**src/rtl/rst_sequencer.sv**
```systemverilog
// rst_sequencer: releases NUM_STAGES active-low resets in index order, STAGE_DLY clocks apart,
// with a software re-reset. Define RST_SEQ_WDOG_EN to add a watchdog that forces a re-reset.
module rst_sequencer #(
  parameter int NUM_STAGES = 3,
  parameter int STAGE_DLY  = 16,
  parameter int ASSERT_CYC = 4,
  parameter int WDOG_CYC   = 1024
) (
  input  logic                  clk,
  input  logic                  rst_n,
  input  logic                  soft_rst_req,
  input  logic                  hold,
  input  logic                  wdog_kick,
  output logic [NUM_STAGES-1:0] stage_rst_n,
  output logic                  all_rdy,
  output logic                  busy,
  output logic                  wdog_fired
);

  localparam int MAX_SA  = (STAGE_DLY > ASSERT_CYC) ? STAGE_DLY : ASSERT_CYC;
  localparam int MAX_CYC = (MAX_SA > WDOG_CYC) ? MAX_SA : WDOG_CYC;
  localparam int CW      = $clog2(MAX_CYC) + 1;

  typedef enum logic [1:0] {
    SEQ    = 2'd0,
    RUN    = 2'd1,
    ASSERT = 2'd2
  } state_e;

  if (NUM_STAGES < 1 || NUM_STAGES > 8) begin : g_bad_num_stages
    $error("rst_sequencer: NUM_STAGES must be in 1..8");
  end
  if (STAGE_DLY < 1) begin : g_bad_stage_dly
    $error("rst_sequencer: STAGE_DLY must be >= 1");
  end
  if (ASSERT_CYC < 1) begin : g_bad_assert_cyc
    $error("rst_sequencer: ASSERT_CYC must be >= 1");
  end

  state_e                state_q, state_d;
  logic [CW-1:0]         cnt_q, cnt_d;
  logic [3:0]            idx_q, idx_d;
  logic [NUM_STAGES-1:0] stage_q, stage_d;
  logic                  rdy_q, rdy_d;
  logic                  busy_q, busy_d;
  logic                  wdog_to;

`ifdef RST_SEQ_WDOG_EN
  logic [CW-1:0] wdog_q, wdog_d;
  logic          fired_q;

  // Watchdog only runs in RUN; a kick on the timeout cycle still clears it.
  always_comb begin
    wdog_d  = '0;
    wdog_to = 1'b0;
    if (state_q == RUN) begin
      if (wdog_kick) begin
        wdog_d = '0;
      end else if (wdog_q == CW'(WDOG_CYC - 1)) begin
        wdog_to = 1'b1;
      end else begin
        wdog_d = wdog_q + CW'(1);
      end
    end
  end

  always_ff @(posedge clk or negedge rst_n) begin
    if (!rst_n) begin
      wdog_q  <= '0;
      fired_q <= 1'b0;
    end else begin
      wdog_q  <= wdog_d;
      fired_q <= fired_q | wdog_to;
    end
  end

  assign wdog_fired = fired_q;
`else
  logic unused_wdog_kick;
  assign unused_wdog_kick = wdog_kick;
  assign wdog_to          = 1'b0;
  assign wdog_fired       = 1'b0;
`endif

  always_comb begin
    state_d = state_q;
    cnt_d   = cnt_q;
    idx_d   = idx_q;
    stage_d = stage_q;
    rdy_d   = rdy_q;
    busy_d  = busy_q;
    case (state_q)
      SEQ: begin
        // All stages out: report ready one edge later, regardless of hold.
        if (idx_q == 4'(NUM_STAGES)) begin
          state_d = RUN;
          rdy_d   = 1'b1;
          busy_d  = 1'b0;
          cnt_d   = '0;
        end else if (!hold) begin
          if (cnt_q == CW'(STAGE_DLY - 1)) begin
            for (int i = 0; i < NUM_STAGES; i++) begin
              if (idx_q == 4'(i)) stage_d[i] = 1'b1;
            end
            cnt_d = '0;
            idx_d = idx_q + 4'd1;
          end else begin
            cnt_d = cnt_q + CW'(1);
          end
        end
      end
      RUN: begin
        if (soft_rst_req || wdog_to) begin
          state_d = ASSERT;
          stage_d = '0;
          rdy_d   = 1'b0;
          busy_d  = 1'b1;
          cnt_d   = '0;
        end
      end
      ASSERT: begin
        if (cnt_q == CW'(ASSERT_CYC - 1)) begin
          state_d = SEQ;
          cnt_d   = '0;
          idx_d   = '0;
        end else begin
          cnt_d = cnt_q + CW'(1);
        end
      end
      default: begin
        state_d = SEQ;
        cnt_d   = '0;
        idx_d   = '0;
        stage_d = '0;
        rdy_d   = 1'b0;
        busy_d  = 1'b1;
      end
    endcase
  end

  always_ff @(posedge clk or negedge rst_n) begin
    if (!rst_n) begin
      state_q <= SEQ;
      cnt_q   <= '0;
      idx_q   <= '0;
      stage_q <= '0;
      rdy_q   <= 1'b0;
      busy_q  <= 1'b1;
    end else begin
      state_q <= state_d;
      cnt_q   <= cnt_d;
      idx_q   <= idx_d;
      stage_q <= stage_d;
      rdy_q   <= rdy_d;
      busy_q  <= busy_d;
    end
  end

  assign stage_rst_n = stage_q;
  assign all_rdy     = rdy_q;
  assign busy        = busy_q;

endmodule

```
**config.mk**
```make
export PLATFORM = sky130hd
export DESIGN_NAME = rst_sequencer
export DESIGN_NICKNAME = d
export VERILOG_FILES = /design/src/rtl/rst_sequencer.sv
export SDC_FILE = /design/constraint.sdc
export NUM_CORES = 1
export LEC_CHECK = 0
export ABC_AREA = 1
export ABC_CLOCK_PERIOD_IN_PS = 1650
export BUFFER_PORTS_ARGS = -buffer_cell sky130_fd_sc_hd__buf_2
export CAP_MARGIN = 10
export CORE_UTILIZATION = 40
export CTS_CLUSTER_SIZE = 24
export DETAILED_ROUTE_END_ITERATION = 10
export MAX_ROUTING_LAYER = met4
export SLEW_MARGIN = 20
export SYNTH_ARGS = -nofsm -noshare
export SYNTH_HDL_FRONTEND = slang
export SYNTH_SLANG_ARGS = --single-unit
```
**constraint.sdc**
```tcl
create_clock -name clk -period 1.65 [get_ports clk]
set_clock_uncertainty 0.05 [all_clocks]
set_input_delay 0.2475 -clock clk [delete_from_list [all_inputs] [get_ports clk]]
set_output_delay 0.2475 -clock clk [all_outputs]
set_load 0.1 [all_outputs]
```
==> flow_summary.ini <==
[status]
status = completed

[clock_tree]
cts_root_buf = clkbuf_4
h-tree-depth = 1
insertion_delay_ps = 320
cts_tree = yes
numCtsBuffers = 3
numClockSinks = 22
clock_path_buffers = 2
clkTransAtPathRegs_ps = 120

[placement]
placed_cell_area_um2 = 1500
post-place-cells = 222
place_hpwl_mm = 1.98
place_congestion = 0.885
port_buffers = 8

[grt]
grt_pass1_vias = 1055
grt_max_degree = 23
track_usage_pct = 17.1
antenna_found_initial = 0
grt_pass1_wl_mm = 4.56
grt_overflow = 0

[synthesis]
syn_nets = 177
syn_avg_cell_area_um2 = 8.35
syn_area_um2 = 1400
ys_seq_area_share_pct = 39.6
syn_inst = 167
ys_ff_latch = 22
netlist-cell-type-count = 29
yosys_warnings = 0

[sta]
hold_violations = 0
period_minus_slack_ps = 1570
setup_violations = 0
finalMaxSlewViolations = 0
min_period_over_period_pct = 94.9
timing.fmax_ghz = 0.639

[floorplanning]
die_x_um = 61.1
dieArea_um2 = 3730
fp.coreArea_um2 = 3340
io_pins = 11
initial_utilization_pct = 41.8
rows = 21
die_y_um = 61.1

[setup_path]
crit_type = flip-flop to output pin
r2r_start = cnt_q[1]
critPathMaxStageDelay_ps = 540
critPathLaunchType = flip-flop
critPathBufInv = 1
cp-end-kind = output pin
cpLargestDelayFamily = flip-flops
cp.arrival_ps = 1270
timing.critical_path.from = busy
cp_cell_sequence = buf_2
crit_required_ps = 1350
cpMaxStageDelayCell = dfstp_2
worst-path-max-fanout = 2

[job]
drv_cap = 0

[drt]
first_pass_iters = 4
drcViolationCount = 0
drt-initial-drc-count = 32
viasPerCell = 4.82
ant_nets = 0
wl_mm = 2.62
via_count = 1099
wl_per_cell_um = 11.5

[hold_path]
min_from = soft_rst_req
min_path_type = input port to flip-flop

[power]
pwr_density_cell_nw_per_um2 = 1690
p_leak_nw = 0.751
max-vdd-ir-drop_mv = 0.869
p_total_mw = 2.64

[final_layout]
area_growth_pct = 12.0
design_area_um2 = 1560
stdcell_count = 228
nNetsFinal = 193
drive_gt1_share_pct = 27.5
antenna_cells = 0
==> sequential cells by signal (all words and copies together), names as in the netlist <==
signal / flops
cnt_q: 11
idx_q: 4
stage_rst_n: 3
state_q: 2
all_rdy: 1
busy: 1
==> report_power, final <==
part | internal, mW | switching (mW) | leakage (nW)
clock | 0.0945 | 0.172 | 0.0150
combinational | 0.443 | 1.09 | 0.445
sequential | 0.701 | 0.136 | 0.291
total | 1.24 | 1.40 | 0.751
==> placed cells by master, fill, tap and decap left out, types with 6 or more instances in the layout <==
master and count:
nor2_1 19, nand3_1 8, inv_1 16, o21ai_1 7
buf_2 8, nand2_1 33, nor2_2 7, dfrtp_1 20
nand2_4 6, nor3_1 6
==> stage by stage <==
step                hold slack [ps]  setup WS [ps]  utilization [%]  setup TNS, ps
floorplan                     -98.1            280                -              0
global placement                195            175             45.0              0
detailed placement              200            159             45.0              0
CTS                             239           68.1             46.0              0
global route                    261          -9.05             46.8          -9.05
finish                          241           84.7             46.8              0
==> worst paths after layout <==
path,endpoint,slack (ps),depth (start not counted)
max,busy,80,1
min,state_q[0],240,4
max reg2reg,cnt_q[2],120,8
min reg2reg,busy,430,2
max in group asynchronous,idx_q[0],800,2
min in group asynchronous,cnt_q[1],370,2
==> kinds of logic after synthesis <==
group                    Yosys count  share of synthesized area, %
AND/OR/NAND/NOR                   96                          38.8
flip-flops                        22                          39.6
buffers and inverters             21                          5.92
AO/OA/AOI/OAI                     16                          7.18
XOR/XNOR                           6                          3.77
adder cells (fa/ha/maj)            5                          4.48
other                              1                         0.269
==> layer usage <==
layer / global-route usage [%] / wire length, µm
met3: 1.89 / 44
met5: - / 0
met1: 22.9 / 1300
met4: 6.17 / 46
met2: 26.9 / 1230
==> repair_timing <==
action                                  4_1_cts  5_1_grt
endpoints found under the setup margin        0        7
setup buffers                                 0        1
resized for setup                             0        5
hold buffers                                  1        0
hold endpoints to repair                     21        0
==> Yosys cell counts <==
cell,number,area share [%]
nand3_2,2,1.4
xor2_1,4,2.5
nor2_8,2,2.9
conb_1,1,0.27
o21ai_0,4,1.4
inv_2,4,1.1
o21bai_1,1,0.54
nand2_8,1,1.4
dfrtp_1,21,38
xnor2_1,2,1.3
o21bai_2,1,0.81
inv_1,16,4.3
nor3_1,6,2.2
nor2_4,2,1.6
o21ai_1,7,2.5
ha_1,5,4.5
nand2_1,33,8.9
dfstp_2,1,1.9
nand3_1,8,2.9
nand4_1,3,1.3
nor2_2,6,2.7
nand2_4,5,4.0
nor2_1,20,5.4
a21oi_1,2,0.72
nand2_2,5,2.2
a21oi_4,1,1.2
or2_2,1,0.45
buf_4,1,0.54
nor3_2,2,1.4
==> area by class of cell <==
cell class	instances	area (µm²)
clock buffer	4	26.3
timing repair buffer	12	72.6
tap	46	57.6
multi-input combinational	124	778
inverter	20	75.1
fill	330	1770
sequential	22	553
No activity file was read; power rests on OpenSTA's default activity.
